## src/rtl/fake_netlist_stim_seq_if.sv

```systemverilog
// Vector stream from the stimulus sequencer to the netlist capture wrapper.
// Bit i of vec_out drives netlist input n_i; valid/ready handshake.
interface fake_netlist_stim_seq_if;
  logic [13:0] vec_out;
  logic        vec_valid;
  logic        vec_ready;

  modport master (output vec_out, output vec_valid, input vec_ready);
  modport slave  (input vec_out, input vec_valid, output vec_ready);
endinterface

```

## src/rtl/fake_netlist_stim_seq.sv

```systemverilog
// LFSR stimulus sequencer for 14-input fake netlists; optional abort via STIM_SEQ_ABORT_EN.
// Latency: start at edge k gives first vector in cycle k+1; one vector per cycle when ready.
// Backpressure: vec_out/lfsr/count hold while vec_valid && !vec_ready.
module fake_netlist_stim_seq #(
  parameter int CNT_W = 16
) (
  input  logic                   clk,
  input  logic                   rst,
  input  logic                   start,
  input  logic [13:0]            seed,
  input  logic [CNT_W-1:0]       num_vec,
`ifdef STIM_SEQ_ABORT_EN
  input  logic                   abort,
`endif
  fake_netlist_stim_seq_if.master vec_if,
  output logic                   busy,
  output logic                   done
);

  typedef enum logic [1:0] {
    IDLE = 2'd0,
    RUN  = 2'd1,
    DONE = 2'd2
  } state_t;

  state_t           state_q, state_d;
  logic [13:0]      lfsr_q, lfsr_d;
  logic [CNT_W-1:0] remaining_q, remaining_d;
  logic             xfer;
  logic             fb;

  // Taps 14,5,3,1 form a primitive polynomial: period 16383, zero never reached.
  assign fb   = lfsr_q[13] ^ lfsr_q[4] ^ lfsr_q[2] ^ lfsr_q[0];
  assign xfer = (state_q == RUN) && vec_if.vec_ready;

  always_ff @(posedge clk or posedge rst) begin
    if (rst) begin
      state_q     <= IDLE;
      lfsr_q      <= '0;
      remaining_q <= '0;
    end else begin
      state_q     <= state_d;
      lfsr_q      <= lfsr_d;
      remaining_q <= remaining_d;
    end
  end

  always_comb begin
    state_d     = state_q;
    lfsr_d      = lfsr_q;
    remaining_d = remaining_q;
    unique case (state_q)
      IDLE: begin
        if (start) begin
          lfsr_d      = (seed == 14'h0000) ? 14'h0001 : seed;
          remaining_d = num_vec;
          state_d     = (num_vec != '0) ? RUN : DONE;
        end
      end
      RUN: begin
        if (xfer) begin
          // Last vector leaves the LFSR untouched so the count never wraps below 1.
          if (remaining_q == CNT_W'(1)) begin
            state_d = DONE;
          end else begin
            lfsr_d      = {lfsr_q[12:0], fb};
            remaining_d = remaining_q - CNT_W'(1);
          end
        end
`ifdef STIM_SEQ_ABORT_EN
        if (abort) begin
          state_d = DONE;
        end
`endif
      end
      DONE: begin
        state_d = IDLE;
      end
      default: begin
        state_d = IDLE;
      end
    endcase
  end

  // All outputs come straight from flops or a state decode.
  assign vec_if.vec_out   = lfsr_q;
  assign vec_if.vec_valid = (state_q == RUN);
  assign busy             = (state_q != IDLE);
  assign done             = (state_q == DONE);

endmodule

```

## src/flat_wrapper.sv

```systemverilog
// flat-port wrapper written by rule: the top's interface ports become plain ports
module fake_netlist_stim_seq_flat 
#(
  parameter int CNT_W = 16
)
  (clk, rst, start, seed, num_vec, busy, done, vec_if_vec_out, vec_if_vec_valid, vec_if_vec_ready);
  fake_netlist_stim_seq_if vec_if_i ();
  input  logic clk;
  input  logic rst;
  input  logic start;
  input  logic [13:0] seed;
  input  logic [CNT_W-1:0] num_vec;
  output logic busy;
  output logic done;
  output wire logic [$bits(vec_if_i.vec_out)-1:0] vec_if_vec_out;
  output wire logic [$bits(vec_if_i.vec_valid)-1:0] vec_if_vec_valid;
  input wire logic [$bits(vec_if_i.vec_ready)-1:0] vec_if_vec_ready;
  assign vec_if_vec_out = vec_if_i.vec_out;
  assign vec_if_vec_valid = vec_if_i.vec_valid;
  assign vec_if_i.vec_ready = vec_if_vec_ready;
  fake_netlist_stim_seq #(.CNT_W(CNT_W)) u_core (.clk(clk), .rst(rst), .start(start), .seed(seed), .num_vec(num_vec), .vec_if(vec_if_i), .busy(busy), .done(done));
endmodule
```

## config.mk

```make
export PLATFORM = sky130hd
export DESIGN_NAME = fake_netlist_stim_seq_flat
export DESIGN_NICKNAME = d
export VERILOG_FILES = /design/src/rtl/fake_netlist_stim_seq_if.sv /design/src/rtl/fake_netlist_stim_seq.sv /design/src/flat_wrapper.sv
export SDC_FILE = /design/constraint.sdc
export NUM_CORES = 1
export LEC_CHECK = 0
export CAP_MARGIN = 20
export CORE_ASPECT_RATIO = 1.1
export CORE_MARGIN = 10
export CORE_UTILIZATION = 41
export CTS_BUF_LIST = sky130_fd_sc_hd__clkbuf_8
export DETAILED_ROUTE_END_ITERATION = 10
export GPL_TIMING_DRIVEN = 0
export PLACE_DENSITY = 0.75
export SLEW_MARGIN = 15
export SYNTH_ARGS = -nofsm -noshare
export SYNTH_HDL_FRONTEND = slang
export SYNTH_SLANG_ARGS = --single-unit
```

## constraint.sdc

```tcl
create_clock -name clk -period 2.6 [get_ports clk]
set_input_delay 0.52 -clock clk [delete_from_list [all_inputs] [get_ports clk]]
set_output_delay 0.52 -clock clk [all_outputs]
set_load 0.005 [all_outputs]
```

# Word level (Yosys, flattened, before mapping)
# Index checks and enable logic that the tools add are counted.
[classes]
add_sub_neg = 1
n_eq_ne = 7
muxes = 14
bitwise = 3
n_reduce_logical = 8
[ops]
columns = ["cell", "n"]
rows = [
  ["2-to-1 mux 14 bit", 4],
  ["2-to-1 mux 16 bit", 3],
  ["case mux 16 bit (2 select lines)", 1],
  ["case mux 14 bit (2 select lines)", 1],
  ["equality test 16 x 1 -> 1 bit, second input constant", 1],
  ["nonzero test 16 bit", 1],
  ["subtractor 16 x 1 -> 16 bit, second input constant", 1],
  ["logical NOT 14 bit", 1],
  ["2-to-1 mux 2 bit", 4],
  ["inequality test 2 x 1 -> 1 bit, second input constant", 2],
  ["inequality test 2 bit, second input constant", 2],
  ["case mux 2 bit (2 select lines)", 1],
  ["AND reduction 4 bit", 1],
  ["nonzero test 2 bit", 2],
  ["AND reduction 3 bit", 1],
  ["bitwise XOR 1 bit", 3],
  ["equality test 2 x 1 -> 1 bit, second input constant", 1],
  ["equality test 2 bit, second input constant", 1],
  ["logical NOT 2 bit", 1],
  ["logical AND 1 bit", 1],
]
[totals]
ff_bits = 32
input_bits = 34
output_inout_bits = 17
wordCells = 36

# Longest topological paths before layout
# Gate-level depths: netlist of run 1.
[depth]
ltp_word = 6
ltp_mapped = 7

# Worst setup path before layout of run 1
# No wires, ideal clock.
[synth_path]
kind = "reg-to-reg"
from = "register u_core.remaining_q[1]"
to = "register u_core.lfsr_q[10] (netlist: u_core.vec_if.vec_out[10])"
arrival_ns = 1.787
setup_slack_ns = 0.688
stages_incl_launch_ff = 8
n_path_buf = 1
path_cell_list = "dfrtp_1 inv_1 ha_1 or3b_1 and4b_4 a21oi_2 buf_6 mux2_4"
[synth_between]
elab_chain_len = 3
[synth_rtl]
columns = ["item", "line", "text"]
rows = [
  ["from (decl)", "fake_netlist_stim_seq.sv:28", "logic [CNT_W-1:0] remaining_q, remaining_d;"],
  ["from (signal assigned)", "fake_netlist_stim_seq.sv:44", "remaining_q <= remaining_d;"],
  ["equality test 16 x 1 -> 1 bit", "fake_netlist_stim_seq.sv:63", "if (remaining_q == CNT_W'(1)) begin"],
  ["inequality test 2 bit (no source line)", "-", ""],
  ["AND reduction 4 bit (no source line)", "-", ""],
  ["to (signal assigned)", "fake_netlist_stim_seq.sv:43", "lfsr_q <= lfsr_d;"],
  ["to (decl)", "fake_netlist_stim_seq.sv:27", "logic [13:0] lfsr_q, lfsr_d;"],
]
# No other way between the ends.
# A chain may end at the register's enable or synchronous reset.

# Worst setup path after layout of run 1
[layout_path]
from = "register u_core.state_q[0]"
to = "output busy"
[layout_between]
elab_chain_len = 1
[layout_rtl]
columns = ["item", "line", "text"]
rows = [
  ["from (decl)", "fake_netlist_stim_seq.sv:26", "state_t state_q, state_d;"],
  ["from (signal assigned)", "fake_netlist_stim_seq.sv:42", "state_q <= state_d;"],
  ["nonzero test 2 bit", "fake_netlist_stim_seq.sv:88", "assign busy = (state_q != IDLE);"],
  ["to (decl)", "flat_wrapper.sv:13", "output logic busy;"],
]
# No other way between the ends.

==> metrics, run 1 <==
Crit Path Max Fanout=10; CP endpoint kind=output pin; Logic pwr share=0.458; synthesized net count=281; Yosys reg bits=32; placed insts=367; via count=2,126; Remaining Overflow, GRT=0; Synth Area in Adders=0.0114; relative slew slack=0.541; Syn Area/Cell=8.98 um2; IO Count=51; layout cell share with drive strength beyond 1=0.120; Die Y=96.8 um; Rows=27; DR DRC count=0; Pwr Total=2.40 mW; worst skew pair latency=0.28 ns; CP Data Required Time=2.08 ns; MaxCap Viol Count=0; Yosys warnings=0; main combinational cell family by area after synthesis=simple AND/OR/NAND/NOR gates; CTS Sinks=32; commonest non-fill, non-tap cells in the layout=50 x clkdlybuf4s50_1, 49 x nand2_1, 32 x dfrtp_1; post-CTS setup buffers=0; Fill cells=493; Simple-Gate Fraction of Synth Area=0.243; NetSw=867 uW; Sequential Power Share=0.392; Ant. Diodes=0; TritonCTS clock tree=built; mux contribution to synthesized area=0.127; Synth Flop Type=dfrtp_1; nets@finish=337; vias per inst=5.70; biggest area consumer among synthesized cells=dfrtp_1; PD cells=839 nW/um2; CP peak stage delay=0.47 ns; CTS Buffer Depth=2; RSZ-0062 raised after global routing=false; Post-DRT Antenna Nets=0; Initial Utilization=0.431; WL per Instance=17.1 um; CP max-delay cell=clkdlybuf4s50_1; # hold bufs at CTS=0; largest net degree at the start of global routing=33; Critical Path AT=1.83 ns; final WL=6.37 mm; synthesized area=2200 um2; period utilization=0.902; compound-gate portion of the synthesized area=0.185; Fin. Hold Viols=0; EDFF count, synth=0; top area cells in the synthesized netlist=dfrtp_1 36%, mux2_4 9.6%, nand2_1 8.4%; GPL Wtd Cong=0.908; GRT Total Usage=0.143; root buffer cell=clkbuf_8; VDD IR max=0.000366 V; final cell count without fillers=373; fmax=426 MHz; CORE AREA=5100 um2; internal power=1.54 mW; reg2reg start=u_core.remaining_q[1]$_DFFE_PP0P_; pin slew with the least headroom to its limit=0.687 ns; startpoint types=flip-flop; Leakage=1.19 nW; initial antenna violation count=0; port bufs=50; WS Path Type=reg2out; pre-CTS worst setup slack=0.0479 ns; sequential share of the synthesized area=0.364; Synth top area share=0.364; starting DRC count in detailed routing=103; min Tclk post-route=2.35 ns; die area=8700 um2; clock power share=0.150; Setup-failing EPs final=0; crit path from=u_core.state_q[0]$_DFFE_PP0P_; post-route setup slack=0.255 ns; post-synthesis cell type count=48; status=completed; Slew Limit Fails=0; Sum Neg Setup Slack=0 ns; worst-path cell chain=buf_2 > inv_1 > clkbuf_1 > nand2_1 > clkdlybuf4s50_1; xor and xnor fraction of the mapped netlist area=0.0119; ys async rst share=1.00; min-delay src=u_core.vec_if.vec_out[12]$_DFFE_PP0P_; most common cell after layout, fill and taps aside=clkdlybuf4s50_1; First-pass DRT Iterations=7; first-pass GRT wire length=10.6 mm; Hold WC Path Type=reg2reg; Die X=89.9 um; Mapped Cells=245; Num CTS Buffers=5; clk_skew=0.00328 ns; Detail Placement HPWL=4.69 mm; htree depth=2; Clk pin slew, worst setup/hold paths=0.07 ns; Area Growth Syn to Fin=30.2%; CTS resizes=0; switching share of power=0.361; vias in the first global route=2,122
[cells in the mapped netlist (2+ instances only)]
cell        n
nand2_1    49
dfrtp_1    32
nor2_1     15
mux2_4     14
inv_1      10
clkbuf_1    8
nor4_1      8
o21ai_0     8
mux2i_1     7
nand3_1     7
nor3_1      7
o22ai_1     7
a211oi_1    5
a21oi_1     4
a2bb2oi_1   4
buf_2       4
a221oi_1    3
nand2b_1    3
nand4_1     3
nor4_4      3
o211ai_1    3
o21a_1      3
o221ai_1    3
xnor2_1     3
a21o_1      2
a31oi_1     2
a32oi_1     2
buf_1       2
buf_6       2
ha_1        2
nand3b_1    2
o2bb2ai_1   2
[through the flow]
stage	cell area [um2]	hold WS, ns	utilization
floorplan	2200	0.521	-
global placement	2790	0.520	0.547
detailed placement	2790	0.526	0.547
CTS	2870	0.544	0.562
global route	2870	0.560	0.562
finish	2870	0.541	0.562
[sequential cells by signal (all words and copies together), names as in the netlist]
signal                 cells
u_core.state_q             2
u_core.vec_if.vec_out     14
u_core.remaining_q        16
[cell type report]
class	instances	area [um2]	area share
well taps	72	90.1	0.0314
clock inverters	2	8.76	0.00306
multi-input cells	185	1270	0.445
plain buffers	16	81.3	0.0284
clock buffers	5	68.8	0.0240
repair buffers	50	500	0.175
flip-flops and latches	32	801	0.279
inverters	11	41.3	0.0144
[routing by layer]
metal	GRT usage	vias up	wire [um]
met5	0	-	0
met4	0.0438	0	94
met3	0.0370	9	543
met2	0.217	120	2810
met1	0.193	990	2920
li1	-	1007	-
[logic make-up after synthesis]
kind of cell | Yosys count
compound gates | 56
simple gates | 103
flops | 32
buf+inv | 28
xor+xnor | 3
fa+ha+maj | 2
mux | 21
[power by group through the flow]
| stage | clock, mW | sequential (mW) | combinational, mW |
|---|---|---|---|
| detailed placement | 0 | 0.948 | 1.10 |
| finish | 0.362 | 0.942 | 1.10 |
| CTS | 0.372 | 0.940 | 1.11 |
| global placement | 0 | 0.939 | 1.08 |
| global route | 0.398 | 0.975 | 1.21 |
| floorplan | 0 | 0.911 | 0.683 |
[worst paths after layout]
| path | end | cells after the start | slack, ns |
|---|---|---|---|
| setup / recovery | busy | 5 | 0.25 |
| hold / removal | u_core.vec_if.vec_out[12]$_DFFE_PP0P_ | 1 | 0.54 |
| setup reg to reg | u_core.remaining_q[3]$_DFFE_PP0P_ | 7 | 0.51 |
| hold reg to reg | u_core.vec_if.vec_out[12]$_DFFE_PP0P_ | 1 | 0.54 |
| max in group asynchronous | u_core.remaining_q[12]$_DFFE_PP0P_ | 2 | 1.50 |
| min in group asynchronous | u_core.vec_if.vec_out[0]$_DFFE_PP0P_ | 2 | 0.66 |
[worst max-delay path, delay by kind of cell, from the launching register on]
family                 cells  cell delay, ns
DFF                        1            0.36
and+or+nand+nor            1            0.10
buffers and inverters      4            1.09
Power figures use the tool's default switching activity.
==> run 2, diff against run 1 <==
--- a/config.mk
+++ b/config.mk
@@ -12,7 +12,7 @@
 export CTS_BUF_LIST = sky130_fd_sc_hd__clkbuf_8
 export DETAILED_ROUTE_END_ITERATION = 10
 export GPL_TIMING_DRIVEN = 0
-export PLACE_DENSITY = 0.75
+export PLACE_DENSITY = 0.77
 export SLEW_MARGIN = 15
 export SYNTH_ARGS = -nofsm -noshare
 export SYNTH_HDL_FRONTEND = slang
==> constraint.sdc (replaced) <==
create_clock -name clk -period 2.1 [get_ports clk]
set_input_delay 0.42 -clock clk [delete_from_list [all_inputs] [get_ports clk]]
set_output_delay 0.42 -clock clk [all_outputs]
set_load 0.005 [all_outputs]
==> run 2 against run 1 <==
  * The flow now finishes with violations (negative setup slack)
  * Routed wire length grew 1.7%
  * Clock power grew 37%
  * Sequential power up 25%
  * Critical path type unchanged
  * Critical endpoint unchanged
  * Largest cell class unchanged
==> metrics, run 2 (synthesis results as in run 1) <==
Die X=89.9 um (unchanged); VDD IR max=0.000397 V (+8.5%); die area=8700 um2 (unchanged); worst skew pair latency=0.29 ns (about the same); relative slew slack=0.524 (-0.0175); violated checks=negative setup slack; IO Count=51 (unchanged); CTS Buffer Depth=2 (unchanged); Post-DRT Antenna Nets=0 (unchanged); Die Y=96.8 um (unchanged); Critical Path AT=1.68 ns (-0.15 ns); pre-CTS worst setup slack=-0.343 ns (-0.391 ns); CP Data Required Time=1.68 ns (-0.40 ns); commonest non-fill, non-tap cells in the layout=49 x nand2_1, 48 x clkdlybuf4s50_1, 31 x dfrtp_1; largest net degree at the start of global routing=33 (unchanged); GPL Wtd Cong=0.923 (+1.6%); nets@finish=336 (-0.30%); Rows=27 (unchanged); Clk pin slew, worst setup/hold paths=0.07 ns (about the same); Leakage=1.22 nW (+1.9%); Initial Utilization=0.431 (unchanged); min Tclk post-route=2.10 ns; post-route cell area=2900 um2 (+1.2%); htree depth=2 (unchanged); DR DRC count=0 (unchanged); GRT Total Usage=0.146 (+0.00314); Crit Path Max Fanout=11 (+1); starting DRC count in detailed routing=118 (+15%); most common cell after layout, fill and taps aside=nand2_1; max FFs per register=16 (unchanged); Remaining Overflow, GRT=0 (unchanged); Slew Limit Fails=0 (unchanged); final WL=6.48 mm (+1.7%); startpoint types=flip-flop; MaxCap Viol Count=0 (unchanged); status=complete, but fails checks; WL per Instance=17.4 um (+1.7%); Final Util=0.569 (+0.00687); Fin. Hold Viols=0 (unchanged); first-pass GRT wire length=10.7 mm (+0.92%); post-route setup slack=-0.000334 ns (-0.255 ns); Most flops, register=u_core.remaining_q; First-pass DRT Iterations=4 (-3); WS Path Type=reg2out; Num CTS Buffers=5 (unchanged); Detail Placement HPWL=4.73 mm (+0.79%); pin slew with the least headroom to its limit=0.713 ns (+0.0263 ns); Hold WC Path Type=reg2reg; port bufs=50 (unchanged); initial antenna violation count=0 (unchanged); Area Growth Syn to Fin=31.8%; clk_skew=0.00774 ns (+0.00446 ns); RSZ-0062 raised after global routing=true; PD cells=1050 nW/um2 (+25%); vias in the first global route=2,215 (+4.4%); Setup-failing EPs final=1 (+1); period utilization=1.00; via count=2,142 (+0.75%); Ant. Diodes=0 (unchanged); fmax=476 MHz; root buffer cell=clkbuf_8; TritonCTS clock tree=built; placed inst area=2790 um2 (unchanged); # hold bufs at CTS=0 (unchanged); CORE AREA=5100 um2 (unchanged); CTS Sinks=32 (unchanged); CP endpoint kind=output pin; layout cell share with drive strength beyond 1=0.143 (+0.0233); vias per inst=5.74 (+0.75%)
run 2: report_power, final:
group	internal, mW	total [mW]	switching, mW
clock	0.258	0.496	0.238
sequential	0.870	1.18	0.310
combinational	0.823	1.38	0.554
total	1.95	3.05	1.10
run 2: worst max-delay path: stages, from the launching register on:
cell,delay (ns)
dfrtp_1,0.35
buf_2,0.17
inv_1,0.31
nand2_1,0.09
clkdlybuf4s50_1,0.46
run 2: repair_timing:
action,in CTS,in global routing
pin swaps,0,0
endpoints found under the hold margin,0,0
resized for setup,5,8
setup endpoints to repair,4,23
buffers inserted,0,0
run 2: layout make-up:
type	count	area (um2)
plain buffers	15	83.8
clock buffers	6	82.6
clock inverters	2	7.51
fillers	461	2200
inverters	11	43.8
multi-input cells	185	1290
flip-flops and latches	32	802
well taps	72	90.1
repair buffers	50	502
run 2: final timing paths:
| check | start | to | slack [ns] | depth (start not counted) |
|---|---|---|---|---|
| hold reg to reg | u_core.vec_if.vec_out[6]$_DFFE_PP0P_ | u_core.vec_if.vec_out[6]$_DFFE_PP0P_ | 0.55 | 1 |
| min in group asynchronous | rst | u_core.remaining_q[7]$_DFFE_PP0P_ | 0.57 | 2 |
| hold / removal | u_core.vec_if.vec_out[6]$_DFFE_PP0P_ | u_core.vec_if.vec_out[6]$_DFFE_PP0P_ | 0.55 | 1 |
| setup reg to reg | u_core.remaining_q[3]$_DFFE_PP0P_ | u_core.vec_if.vec_out[10]$_DFFE_PP0P_ | 0.07 | 5 |
| max in group asynchronous | rst | u_core.remaining_q[0]$_DFFE_PP0P_ | 1.03 | 2 |
| setup / recovery | u_core.state_q[0]$_DFFE_PP0P_ | busy | -0.0003 | 4 |
run 2: through the flow:
stage                     setup TNS, ns  instances  hold WS [ns]  total power [mW]
after floorplan                       0        245         0.521              1.97
after global placement            -6.40        367         0.522              2.50
after detailed placement          -6.72        367         0.531              2.54
after CTS                             0        373         0.545              3.04
after global routing             -0.115        373         0.577              3.27
final                         -0.000334        373         0.545              3.05
run 2: routing by layer:
| metal | vias to the layer above | part of all wire | global-route usage | routed length [um] |
|---|---|---|---|---|
| met4 | 0 | 0.017 | 0.0450 | 107 |
| met1 | 1025 | 0.48 | 0.191 | 3080 |
| met2 | 102 | 0.43 | 0.224 | 2810 |
| met5 | - | 0 | 0 | 0 |
| li1 | 1005 | - | - | - |
| met3 | 10 | 0.075 | 0.0447 | 483 |
